==> config.mk <==
export PLATFORM = sky130hd
export DESIGN_NAME = ps2_responses_flat
export DESIGN_NICKNAME = d
export VERILOG_FILES = /design/src/rtl/ps2_responses_pkg.sv /design/src/rtl/ps2_responses_if.sv /design/src/rtl/ps2_responses_lock_key.sv /design/src/rtl/ps2_responses.sv /design/src/flat_wrapper.sv
export SDC_FILE = /design/constraint.sdc
export NUM_CORES = 1
export LEC_CHECK = 0
export BUFFER_PORTS_ARGS = -buffer_cell sky130_fd_sc_hd__buf_2
export CAP_MARGIN = 40
export CORE_ASPECT_RATIO = 1.4
export CORE_MARGIN = 10
export CORE_UTILIZATION = 60
export CTS_BUF_LIST = sky130_fd_sc_hd__clkbuf_2
export DETAILED_ROUTE_END_ITERATION = 8
export PLACE_DENSITY_LB_ADDON = 0.15
export SETUP_SLACK_MARGIN = 0.1
export SLEW_MARGIN = 20
export SYNTH_ARGS = -nofsm -noshare
export SYNTH_HDL_FRONTEND = slang
export SYNTH_SLANG_ARGS = --single-unit
==> constraint.sdc <==
create_clock -name clk -period 3.3 [get_ports clk]
set_clock_uncertainty 0.05 [all_clocks]
set_input_delay 0.66 -clock clk [delete_from_list [all_inputs] [get_ports clk]]
set_output_delay 0.66 -clock clk [all_outputs]
set_load 0.01 [all_outputs]
==> src/rtl/ps2_responses_pkg.sv <==
// rtl/ps2_responses_pkg.sv - shared PS/2 byte constants, lock scan codes and sequence states
package ps2_package;

    localparam logic [7:0] ACK             = 8'hFA;
    localparam logic [7:0] RESEND          = 8'hFE;
    localparam logic [7:0] BAT_OK          = 8'hAA;
    localparam logic [7:0] BAT_FAIL_0      = 8'hFC;
    localparam logic [7:0] BAT_FAIL_1      = 8'hFD;
    localparam logic [7:0] OVERRUN_0       = 8'h00;
    localparam logic [7:0] OVERRUN_1       = 8'hFF;
    localparam logic [7:0] PREFIX_EXTENDED = 8'hE0;
    localparam logic [7:0] PREFIX_PAUSE    = 8'hE1;
    localparam logic [7:0] PREFIX_BREAK    = 8'hF0;
    localparam logic [7:0] SET_STATUS      = 8'hED;

    localparam logic [7:0] CAPS_LOCK_CODE   = 8'h58;
    localparam logic [7:0] NUM_LOCK_CODE    = 8'h77;
    localparam logic [7:0] SCROLL_LOCK_CODE = 8'h7E;

    // Bytes remaining in the Pause sequence after its 0xE1 lead-in
    localparam logic [2:0] PAUSE_SKIP_COUNT = 3'd7;

    typedef enum logic [2:0] {
        SEQ_IDLE,
        SEQ_EXT,
        SEQ_BRK,
        SEQ_EXT_BRK,
        SEQ_SKIP
    } seq_state_t;

endpackage

==> src/rtl/ps2_responses_if.sv <==
// rtl/ps2_responses_if.sv - receive-byte and key-event bundle of the PS/2 response interpreter
interface ps2_responses_if;
    logic       rx_valid;
    logic       rx_ready;
    logic [7:0] rx_byte;
    logic       rx_error;
    logic       acknowledge;
    logic       resend;
    logic       set_status;
    logic       set_status_caps_lock;
    logic       set_status_num_lock;
    logic       set_status_scroll_lock;
    logic       bat_error;
    logic       receive_error;
    logic       key_valid;
    logic       key_ready;
    logic [7:0] key_code;
    logic       key_extended;
    logic       key_release;

    modport master (
        output rx_valid, rx_byte, rx_error, key_ready,
        input  rx_ready, acknowledge, resend, set_status,
        input  set_status_caps_lock, set_status_num_lock, set_status_scroll_lock,
        input  bat_error, receive_error, key_valid, key_code, key_extended, key_release
    );

    modport slave (
        input  rx_valid, rx_byte, rx_error, key_ready,
        output rx_ready, acknowledge, resend, set_status,
        output set_status_caps_lock, set_status_num_lock, set_status_scroll_lock,
        output bat_error, receive_error, key_valid, key_code, key_extended, key_release
    );
endinterface

==> src/rtl/ps2_responses_lock_key.sv <==
// rtl/ps2_responses_lock_key.sv - one lock level with typematic-repeat suppression
module ps2_lock_key (
    input  logic clk,
    input  logic reset_low,
    input  logic make_i,
    input  logic break_i,
    output logic level_o,
    output logic toggle_o
);
    logic level_q;
    logic held_q;

    // Only the first make of a press flips the lock; repeats arrive while held
    assign toggle_o = make_i && !held_q;
    assign level_o  = level_q;

    always_ff @(posedge clk or negedge reset_low) begin
        if (!reset_low) begin
            level_q <= 1'b0;
            held_q  <= 1'b0;
        end else if (toggle_o) begin
            level_q <= ~level_q;
            held_q  <= 1'b1;
        end else if (break_i) begin
            held_q  <= 1'b0;
        end
    end
endmodule

==> src/rtl/ps2_responses.sv <==
// rtl/ps2_responses.sv - decodes PS/2 keyboard bytes into response strobes, key events and lock state
module ps2_responses
    import ps2_package::*;
(
    input  logic           clk,
    input  logic           reset_low,
    ps2_responses_if.slave ps2
);
    seq_state_t state_q;
    logic [2:0] skip_q;
    logic       ack_q, resend_q, set_status_q, bat_error_q, receive_error_q;
    logic       key_valid_q, key_extended_q, key_release_q;
    logic [7:0] key_code_q;

    logic       accept, good, idle, is_response, is_prefix;
    logic       event_d, ext_d, rel_d, lock_hit;
    logic [2:0] lock_make, lock_break, lock_toggle, lock_level;
    logic [7:0] rx_byte;

    assign rx_byte      = ps2.rx_byte;
    assign ps2.rx_ready = !key_valid_q || ps2.key_ready;

    always_comb begin
        accept      = ps2.rx_valid && ps2.rx_ready;
        good        = accept && !ps2.rx_error;
        idle        = (state_q == SEQ_IDLE);
        // Response bytes only mean something outside a make/break sequence
        is_response = idle && (rx_byte inside {ACK, RESEND, BAT_OK, BAT_FAIL_0, BAT_FAIL_1,
                                               OVERRUN_0, OVERRUN_1});
        is_prefix   = (idle && (rx_byte inside {PREFIX_EXTENDED, PREFIX_BREAK, PREFIX_PAUSE}))
                   || ((state_q == SEQ_EXT) && (rx_byte == PREFIX_BREAK));
        event_d     = good && (state_q != SEQ_SKIP) && !is_response && !is_prefix;
        ext_d       = (state_q == SEQ_EXT) || (state_q == SEQ_EXT_BRK);
        rel_d       = (state_q == SEQ_BRK) || (state_q == SEQ_EXT_BRK);
        lock_hit    = event_d && !ext_d;
        lock_make[0]  = lock_hit && !rel_d && (rx_byte == CAPS_LOCK_CODE);
        lock_make[1]  = lock_hit && !rel_d && (rx_byte == NUM_LOCK_CODE);
        lock_make[2]  = lock_hit && !rel_d && (rx_byte == SCROLL_LOCK_CODE);
        lock_break[0] = lock_hit &&  rel_d && (rx_byte == CAPS_LOCK_CODE);
        lock_break[1] = lock_hit &&  rel_d && (rx_byte == NUM_LOCK_CODE);
        lock_break[2] = lock_hit &&  rel_d && (rx_byte == SCROLL_LOCK_CODE);
    end

    ps2_lock_key u_caps (.clk(clk), .reset_low(reset_low), .make_i(lock_make[0]),
                         .break_i(lock_break[0]), .level_o(lock_level[0]), .toggle_o(lock_toggle[0]));
    ps2_lock_key u_num (.clk(clk), .reset_low(reset_low), .make_i(lock_make[1]),
                        .break_i(lock_break[1]), .level_o(lock_level[1]), .toggle_o(lock_toggle[1]));
    ps2_lock_key u_scroll (.clk(clk), .reset_low(reset_low), .make_i(lock_make[2]),
                           .break_i(lock_break[2]), .level_o(lock_level[2]), .toggle_o(lock_toggle[2]));

    always_ff @(posedge clk or negedge reset_low) begin
        if (!reset_low) begin
            state_q         <= SEQ_IDLE;
            skip_q          <= 3'd0;
            ack_q           <= 1'b0;
            resend_q        <= 1'b0;
            set_status_q    <= 1'b0;
            bat_error_q     <= 1'b0;
            receive_error_q <= 1'b0;
            key_valid_q     <= 1'b0;
            key_code_q      <= 8'h00;
            key_extended_q  <= 1'b0;
            key_release_q   <= 1'b0;
        end else begin
            ack_q           <= good && idle && (rx_byte == ACK);
            resend_q        <= good && idle && (rx_byte == RESEND);
            bat_error_q     <= good && idle && ((rx_byte == BAT_FAIL_0) || (rx_byte == BAT_FAIL_1));
            set_status_q    <= (good && idle && (rx_byte == BAT_OK)) || (|lock_toggle);
            receive_error_q <= accept && ps2.rx_error;

            if (event_d) begin
                key_valid_q    <= 1'b1;
                key_code_q     <= rx_byte;
                key_extended_q <= ext_d;
                key_release_q  <= rel_d;
            end else if (ps2.key_ready) begin
                key_valid_q    <= 1'b0;
            end

            if (accept) begin
                if (ps2.rx_error) begin
                    state_q <= SEQ_IDLE;
                    skip_q  <= 3'd0;
                end else begin
                    case (state_q)
                        SEQ_IDLE: begin
                            if (rx_byte == PREFIX_EXTENDED) begin
                                state_q <= SEQ_EXT;
                            end else if (rx_byte == PREFIX_BREAK) begin
                                state_q <= SEQ_BRK;
                            end else if (rx_byte == PREFIX_PAUSE) begin
                                state_q <= SEQ_SKIP;
                                skip_q  <= PAUSE_SKIP_COUNT;
                            end
                        end
                        SEQ_EXT: begin
                            state_q <= (rx_byte == PREFIX_BREAK) ? SEQ_EXT_BRK : SEQ_IDLE;
                        end
                        SEQ_SKIP: begin
                            skip_q <= skip_q - 3'd1;
                            if (skip_q <= 3'd1) begin
                                state_q <= SEQ_IDLE;
                            end
                        end
                        default: state_q <= SEQ_IDLE;
                    endcase
                end
            end
        end
    end

    assign ps2.acknowledge            = ack_q;
    assign ps2.resend                 = resend_q;
    assign ps2.set_status             = set_status_q;
    assign ps2.set_status_caps_lock   = lock_level[0];
    assign ps2.set_status_num_lock    = lock_level[1];
    assign ps2.set_status_scroll_lock = lock_level[2];
    assign ps2.bat_error              = bat_error_q;
    assign ps2.receive_error          = receive_error_q;
    assign ps2.key_valid              = key_valid_q;
    assign ps2.key_code               = key_code_q;
    assign ps2.key_extended           = key_extended_q;
    assign ps2.key_release            = key_release_q;
endmodule

==> src/flat_wrapper.sv <==
// flat-port wrapper written by rule: the top's interface ports become plain ports
module ps2_responses_flat import ps2_package::*;
  (clk, reset_low, ps2_rx_valid, ps2_rx_byte, ps2_rx_error, ps2_key_ready, ps2_rx_ready, ps2_acknowledge, ps2_resend, ps2_set_status, ps2_set_status_caps_lock, ps2_set_status_num_lock, ps2_set_status_scroll_lock, ps2_bat_error, ps2_receive_error, ps2_key_valid, ps2_key_code, ps2_key_extended, ps2_key_release);
  ps2_responses_if ps2_i ();
  input  logic clk;
  input  logic reset_low;
  input wire logic [$bits(ps2_i.rx_valid)-1:0] ps2_rx_valid;
  input wire logic [$bits(ps2_i.rx_byte)-1:0] ps2_rx_byte;
  input wire logic [$bits(ps2_i.rx_error)-1:0] ps2_rx_error;
  input wire logic [$bits(ps2_i.key_ready)-1:0] ps2_key_ready;
  output wire logic [$bits(ps2_i.rx_ready)-1:0] ps2_rx_ready;
  output wire logic [$bits(ps2_i.acknowledge)-1:0] ps2_acknowledge;
  output wire logic [$bits(ps2_i.resend)-1:0] ps2_resend;
  output wire logic [$bits(ps2_i.set_status)-1:0] ps2_set_status;
  output wire logic [$bits(ps2_i.set_status_caps_lock)-1:0] ps2_set_status_caps_lock;
  output wire logic [$bits(ps2_i.set_status_num_lock)-1:0] ps2_set_status_num_lock;
  output wire logic [$bits(ps2_i.set_status_scroll_lock)-1:0] ps2_set_status_scroll_lock;
  output wire logic [$bits(ps2_i.bat_error)-1:0] ps2_bat_error;
  output wire logic [$bits(ps2_i.receive_error)-1:0] ps2_receive_error;
  output wire logic [$bits(ps2_i.key_valid)-1:0] ps2_key_valid;
  output wire logic [$bits(ps2_i.key_code)-1:0] ps2_key_code;
  output wire logic [$bits(ps2_i.key_extended)-1:0] ps2_key_extended;
  output wire logic [$bits(ps2_i.key_release)-1:0] ps2_key_release;
  assign ps2_i.rx_valid = ps2_rx_valid;
  assign ps2_i.rx_byte = ps2_rx_byte;
  assign ps2_i.rx_error = ps2_rx_error;
  assign ps2_i.key_ready = ps2_key_ready;
  assign ps2_rx_ready = ps2_i.rx_ready;
  assign ps2_acknowledge = ps2_i.acknowledge;
  assign ps2_resend = ps2_i.resend;
  assign ps2_set_status = ps2_i.set_status;
  assign ps2_set_status_caps_lock = ps2_i.set_status_caps_lock;
  assign ps2_set_status_num_lock = ps2_i.set_status_num_lock;
  assign ps2_set_status_scroll_lock = ps2_i.set_status_scroll_lock;
  assign ps2_bat_error = ps2_i.bat_error;
  assign ps2_receive_error = ps2_i.receive_error;
  assign ps2_key_valid = ps2_i.key_valid;
  assign ps2_key_code = ps2_i.key_code;
  assign ps2_key_extended = ps2_i.key_extended;
  assign ps2_key_release = ps2_i.key_release;
  ps2_responses u_core (.clk(clk), .reset_low(reset_low), .ps2(ps2_i));
endmodule
==> metrics, run 1 <==
worst reg2reg path depth=6; number of core rows=21; first-pass GRT wire length=5.80 mm; antenna violations before repair=0; Final Cycle Share=64.5%; Pint=0.645 mW; fmax=470 MHz; post-CTS setup buffers=0; slowest CP cell=dfrtp_1; Crit path depth=6; pre-CTS setup slack=0.868 ns; total CTS buffers=3; r2r setup slk=1.17 ns; Total GRT Usage=13.9%; die area=0.00506 mm2; io pins=33; ordered cell list for the critical path=nor3b_2 > nor4b_4 > o21ai_1 > nor3_2 > buf_4 > mux2_2; ant diodes=0; mean routed wirelength per cell=16.4 um; Initial DRC Count=25; fillers=195; Reg area=701 um2; IR Drop Worst-Case VDD=395 uV; Final Max Tran Viols=0; Buf+Inv Stages, Crit Path=1; syn_area_per_cell=10.6 um2; core area=0.00244 mm2; crit start category=register; vias in the first global route=1251; final worst slack=1.17 ns; Antenna Violating Nets Remaining=0; post-synth cell types=48; Ys Warns=0; RSZ-0062 raised after global routing=no; die height=80.2 um; worst slew pin tran=0.619 ns; routed wire length=3.47 mm; CP Launch Point=u_core.state_q[2]; NetSw=0.351 mW; Via Count=1253; CP delay by family, top=simple AND/OR/NAND/NOR gates; Clk pwr share=12.4%; WS Path Type=register to register; Critical path destination=u_core.ps2.key_code[7]; DPL Wire Length=2.77 mm; Hold Buf Count CTS=0; root buffer cell=clkbuf_2; Initial Util=63.6%; Hold Path Class=input port to async pin; Multi-input gate area=786 um2; synthesized area=0.00156 mm2; Clk Latency, worst-skew pair=0.36 ns; worst hold slack=0.206 ns; final hold violation count=0; Final TNS setup=0 ns; commonest cells after routing, fill and taps aside=32 x buf_2, 28 x dfrtp_1, 12 x nand2_1; Post-synth ARST share=100%; commonest non-fill, non-tap cell in the layout=buf_2; origin of the critical flop-to-flop path=u_core.state_q[2]; Area growth, synth to finish=12.2%; Seq/Total Area, Yosys=45.1%; critical path required time=3.53 ns; Final setup viols=0; sw frac=35.2%; GPL Wtd Cong=0.973; reg2reg end=u_core.ps2.key_code[7]; Overflow after GRT=0; vias per cell=5.94; H-Tree Level Count=1; Die Wd=63.0 um; status=complete, no violations; slew margin rel.=58.3%; ratio of cells with drive above 1 in the final layout=33.3%; Arrival @ worst endpoint=2.36 ns; Max Cap Viol=0; Post-synth top flop=dfrtp_1; Final min period=2.13 ns; Post-Syn Instances=147; Syn Nets=162; clock-pin slew on the worst setup and hold paths=0.25 ns; Reg power frac=48.6%; max incr delay on CP=0.51 ns; maximum fanout along the worst path=11; EDFF count, synth=0; Pleak=0.853 nW; Bufs on Longest Clock Path=2; Gate power share=39.0%; final net count=193; Power Density=571 mW/mm2; post-cts gate resize count=0; port buffer count=32; largest net degree at the start of global routing=29; post-synthesis register bit count=28; TritonCTS clock tree=yes; Sinks on Clock Net=28; Residual DRC=0; Worst Setup End Kind=register; Initial DRT Pass Iterations=4
-- metal layers --
layer / up-vias / routed length (um) / GRT usage, % / part of all wire [%]
li1: 599 / - / - / -
met1: 603 / 1310 / 14.0 / 38
met2: 39 / 1840 / 25.2 / 53
met3: 12 / 195 / 3.33 / 5.6
met4: 0 / 123 / 9.19 / 3.5
met5: - / 0 / 0 / 0
-- area by class of cell --
| cell class | instances | share of cell area [%] |
|---|---|---|
| repair buffers | 33 | 9.61 |
| clock inverters | 1 | 0.215 |
| well taps | 34 | 2.44 |
| multi-input cells | 104 | 45.0 |
| clock buffers | 3 | 0.860 |
| flip-flops and latches | 28 | 40.1 |
| inverters | 8 | 1.72 |
-- cells by family after synthesis --
| kind of cell | after synthesis | synth area share (%) |
|---|---|---|
| DFF | 28 | 45.1 |
| and+or+nand+nor | 61 | 23.1 |
| buffers and inverters | 15 | 4.43 |
| xor gates and xnor gates | 2 | 1.13 |
| adders and majority gates | 2 | 1.61 |
| AOI/OAI and AO/OA | 26 | 13.1 |
| muxes | 13 | 11.6 |
-- sequential cells by signal, summed over array words and instances (netlist names) --
register	flops
u_core.u_num.held_q	1
u_core.ps2.resend	1
u_core.u_scroll.held_q	1
u_core.ps2.key_code	8
u_core.u_caps.held_q	1
u_core.ps2.receive_error	1
u_core.skip_q	3
u_core.ps2.bat_error	1
u_core.ps2.key_extended	1
u_core.u_num.level_o	1
u_core.ps2.acknowledge	1
u_core.ps2.key_release	1
u_core.u_caps.level_o	1
u_core.ps2.key_valid	1
u_core.ps2.set_status	1
u_core.state_q	3
u_core.u_scroll.level_o	1
-- power by group through the flow --
stage,logic (mW),clock network (mW),registers [mW]
final,0.388,0.123,0.484
after global routing,0.427,0.143,0.496
after CTS,0.394,0.126,0.485
after detailed placement,0.395,0,0.491
after global placement,0.378,0,0.486
after floorplan,0.242,0,0.509
-- worst register-to-register path, stage by stage (launching register included) --
cell,delay [ns]
dfrtp_1,0.51
nor3b_2,0.24
nor4b_4,0.34
o21ai_1,0.14
nor3_2,0.18
buf_4,0.24
mux2_2,0.36
-- metrics by stage --
stage                     util (%)  instances  power (mW)  instance area [um2]
final                         71.4        211       0.996                 1750
after global routing          71.4        211        1.07                 1750
after CTS                     71.4        211        1.01                 1750
after detailed placement      70.7        207       0.886                 1730
after global placement        70.7        207       0.863                 1730
after floorplan                  -        147       0.751                 1560
-- cell usage after synthesis, drive strengths merged (3+ instances only) --
cell     n  share of area, %
dfrtp   28                45
mux2    13                12
nand2   12               2.9
nor3     9               3.2
inv      8               1.9
nand3    8               2.6
nor2     7               1.7
buf      5               2.0
nor4     4               1.6
o21ai    4               1.3
a211oi   3               1.8
a21oi    3              0.97
o211ai   3               1.8
o31ai    3               1.4
-- worst min-delay path by stage --
stage	end	slack (ns)	cells past startpoint
6_report	u_core.ps2.key_code[4]	0.21	1
5_1_grt	u_core.ps2.key_code[4]	0.21	1
4_1_cts	u_core.ps2.key_code[4]	0.23	1
3_5_place_dp	u_core.u_caps.level_o	0.40	1
3_3_place_gp	u_core.u_caps.level_o	0.40	1
2_1_floorplan	u_core.ps2.acknowledge	0.31	0
No activity file was read; power rests on OpenSTA's default activity.
==> inputs of run 2 (changes only) <==
Settings changed: CORE_UTILIZATION 60 to 51.
Clock period 3.3 ns to 1.8 ns, I/O delays scaled along.
==> metrics, run 2 (synthesis gave the netlist of run 1 again) <==
Clk pwr share=16.1%; port buffer count=32; critical path required time=2.06 ns; Largest register FFs=8; Initial DRT Pass Iterations=4; maximum fanout along the worst path=5; Initial DRC Count=71; core area=0.00291 mm2; Pint=1.59 mW; fmax=514 MHz; Bufs on Longest Clock Path=2; final hold violation count=0; antenna violations before repair=0; root buffer cell=clkbuf_2; Sinks on Clock Net=28; worst hold slack=0.182 ns; clock-pin slew on the worst setup and hold paths=0.27 ns; Clk Latency, worst-skew pair=0.37 ns; Arrival @ worst endpoint=2.20 ns; placed cell area=0.00204 mm2; Pleak=1.14 nW; NetSw=0.807 mW; WS Path Type=register to register; Max Cap Viol=0; Final Max Tran Viols=0; commonest non-fill, non-tap cell in the layout=buf_4; die area=0.00569 mm2; worst slew pin tran=0.635 ns; ant diodes=0; Final setup viols=17; TritonCTS clock tree=yes; Final min period=1.95 ns; mean routed wirelength per cell=18.1 um; RSZ-0062 raised after global routing=yes; total CTS buffers=3; Antenna Violating Nets Remaining=0; IR Drop Worst-Case VDD=889 uV; slew margin rel.=57.7%; H-Tree Level Count=1; vias per cell=5.78; Reg power frac=37.4%; Worst Setup End Kind=register; sw frac=33.7%; ratio of cells with drive above 1 in the final layout=58.4%; number of core rows=23; Area growth, synth to finish=51.1%; final net count=242; Total GRT Usage=15.3%; crit start category=register; final worst slack=-0.147 ns; total power=2.40 mW; vias in the first global route=1523; first-pass GRT wire length=7.08 mm; Initial Util=53.5%; Gate power share=46.5%; Via Count=1519; Final Cycle Share=108%; DPL Wire Length=3.34 mm; failing checks=setup timing; Overflow after GRT=0; Residual DRC=0; Power Density=1020 mW/mm2; commonest cells after routing, fill and taps aside=44 x buf_4, 31 x buf_2, 25 x dfrtp_1; largest net degree at the start of global routing=29; Die Wd=66.7 um; die height=85.3 um; Hold Path Class=input port to register; routed wire length=4.77 mm; status=finished, violations left; final instance area=0.00235 mm2; GPL Wtd Cong=0.887; io pins=33; fillers=187
run 2: power by group through the flow:
stage / sequential, mW / combinational [mW] / clock, mW
global route: 0.914 / 1.20 / 0.408
finish: 0.896 / 1.11 / 0.386
detailed placement: 0.893 / 0.898 / 0
floorplan: 0.939 / 0.471 / 0
global placement: 0.881 / 0.870 / 0
CTS: 0.880 / 1.01 / 0.395
run 2: final timing paths:
kind / from / endpoint / slack (ns) / depth (start not counted)
max in group asynchronous: reset_low / u_core.state_q[0] / 0.82 / 2
hold / removal: ps2_rx_valid / u_core.ps2.receive_error / 0.18 / 3
setup / recovery: u_core.state_q[1] / u_core.state_q[1] / -0.15 / 6
hold reg to reg: u_core.u_scroll.level_o / u_core.u_scroll.level_o / 0.43 / 1
min in group asynchronous: reset_low / u_core.ps2.set_status / 0.44 / 2
setup reg to reg: u_core.state_q[1] / u_core.state_q[1] / -0.15 / 6
run 2: worst max-delay path: stages (launching register included):
cell      delay (ns)
dfrtp_2         0.54
nor3b_4         0.31
buf_4           0.19
o211ai_1        0.13
o211ai_1        0.13
buf_4           0.18
mux2_2          0.34
run 2: timing repair:
item | CTS | global route
endpoints found under the hold margin | 28 | 0
pin swaps | 6 | 7
hold buffers | 1 | 0
cloned | 0 | 0
gates resized for setup | 19 | 17
buffers inserted | 6 | 9
endpoints found under the setup margin | 23 | 25
run 2: cell type report:
type / instances / area [um2] / area share (%)
well taps: 37 / 46.3 / 1.97
inverters: 8 / 30.0 / 1.28
clock inverters: 1 / 30.0 / 1.28
multi-input cells: 104 / 952 / 40.5
flip-flops and latches: 28 / 704 / 30.0
clock buffers: 3 / 15.0 / 0.639
repair buffers: 82 / 572 / 24.3
run 2: metrics by stage:
stage / std cells / setup TNS [ns] / utilization [%] / setup WS (ns)
2_1_floorplan: 147 / -0.701 / - / -0.0779
3_3_place_gp: 245 / -3.22 / 70.3 / -0.228
3_5_place_dp: 245 / -3.32 / 70.3 / -0.246
4_1_cts: 256 / -0.801 / 76.0 / -0.0853
5_1_grt: 263 / -2.78 / 80.8 / -0.189
6_report: 263 / -1.38 / 80.8 / -0.147
run 2: layer usage:
metal	up-vias	GRT usage [%]	wire length [um]
li1	695	-	-
met1	753	17.0	1770
met2	53	27.8	2610
met3	18	2.24	251
met4	0	5.93	130
met5	-	0	0
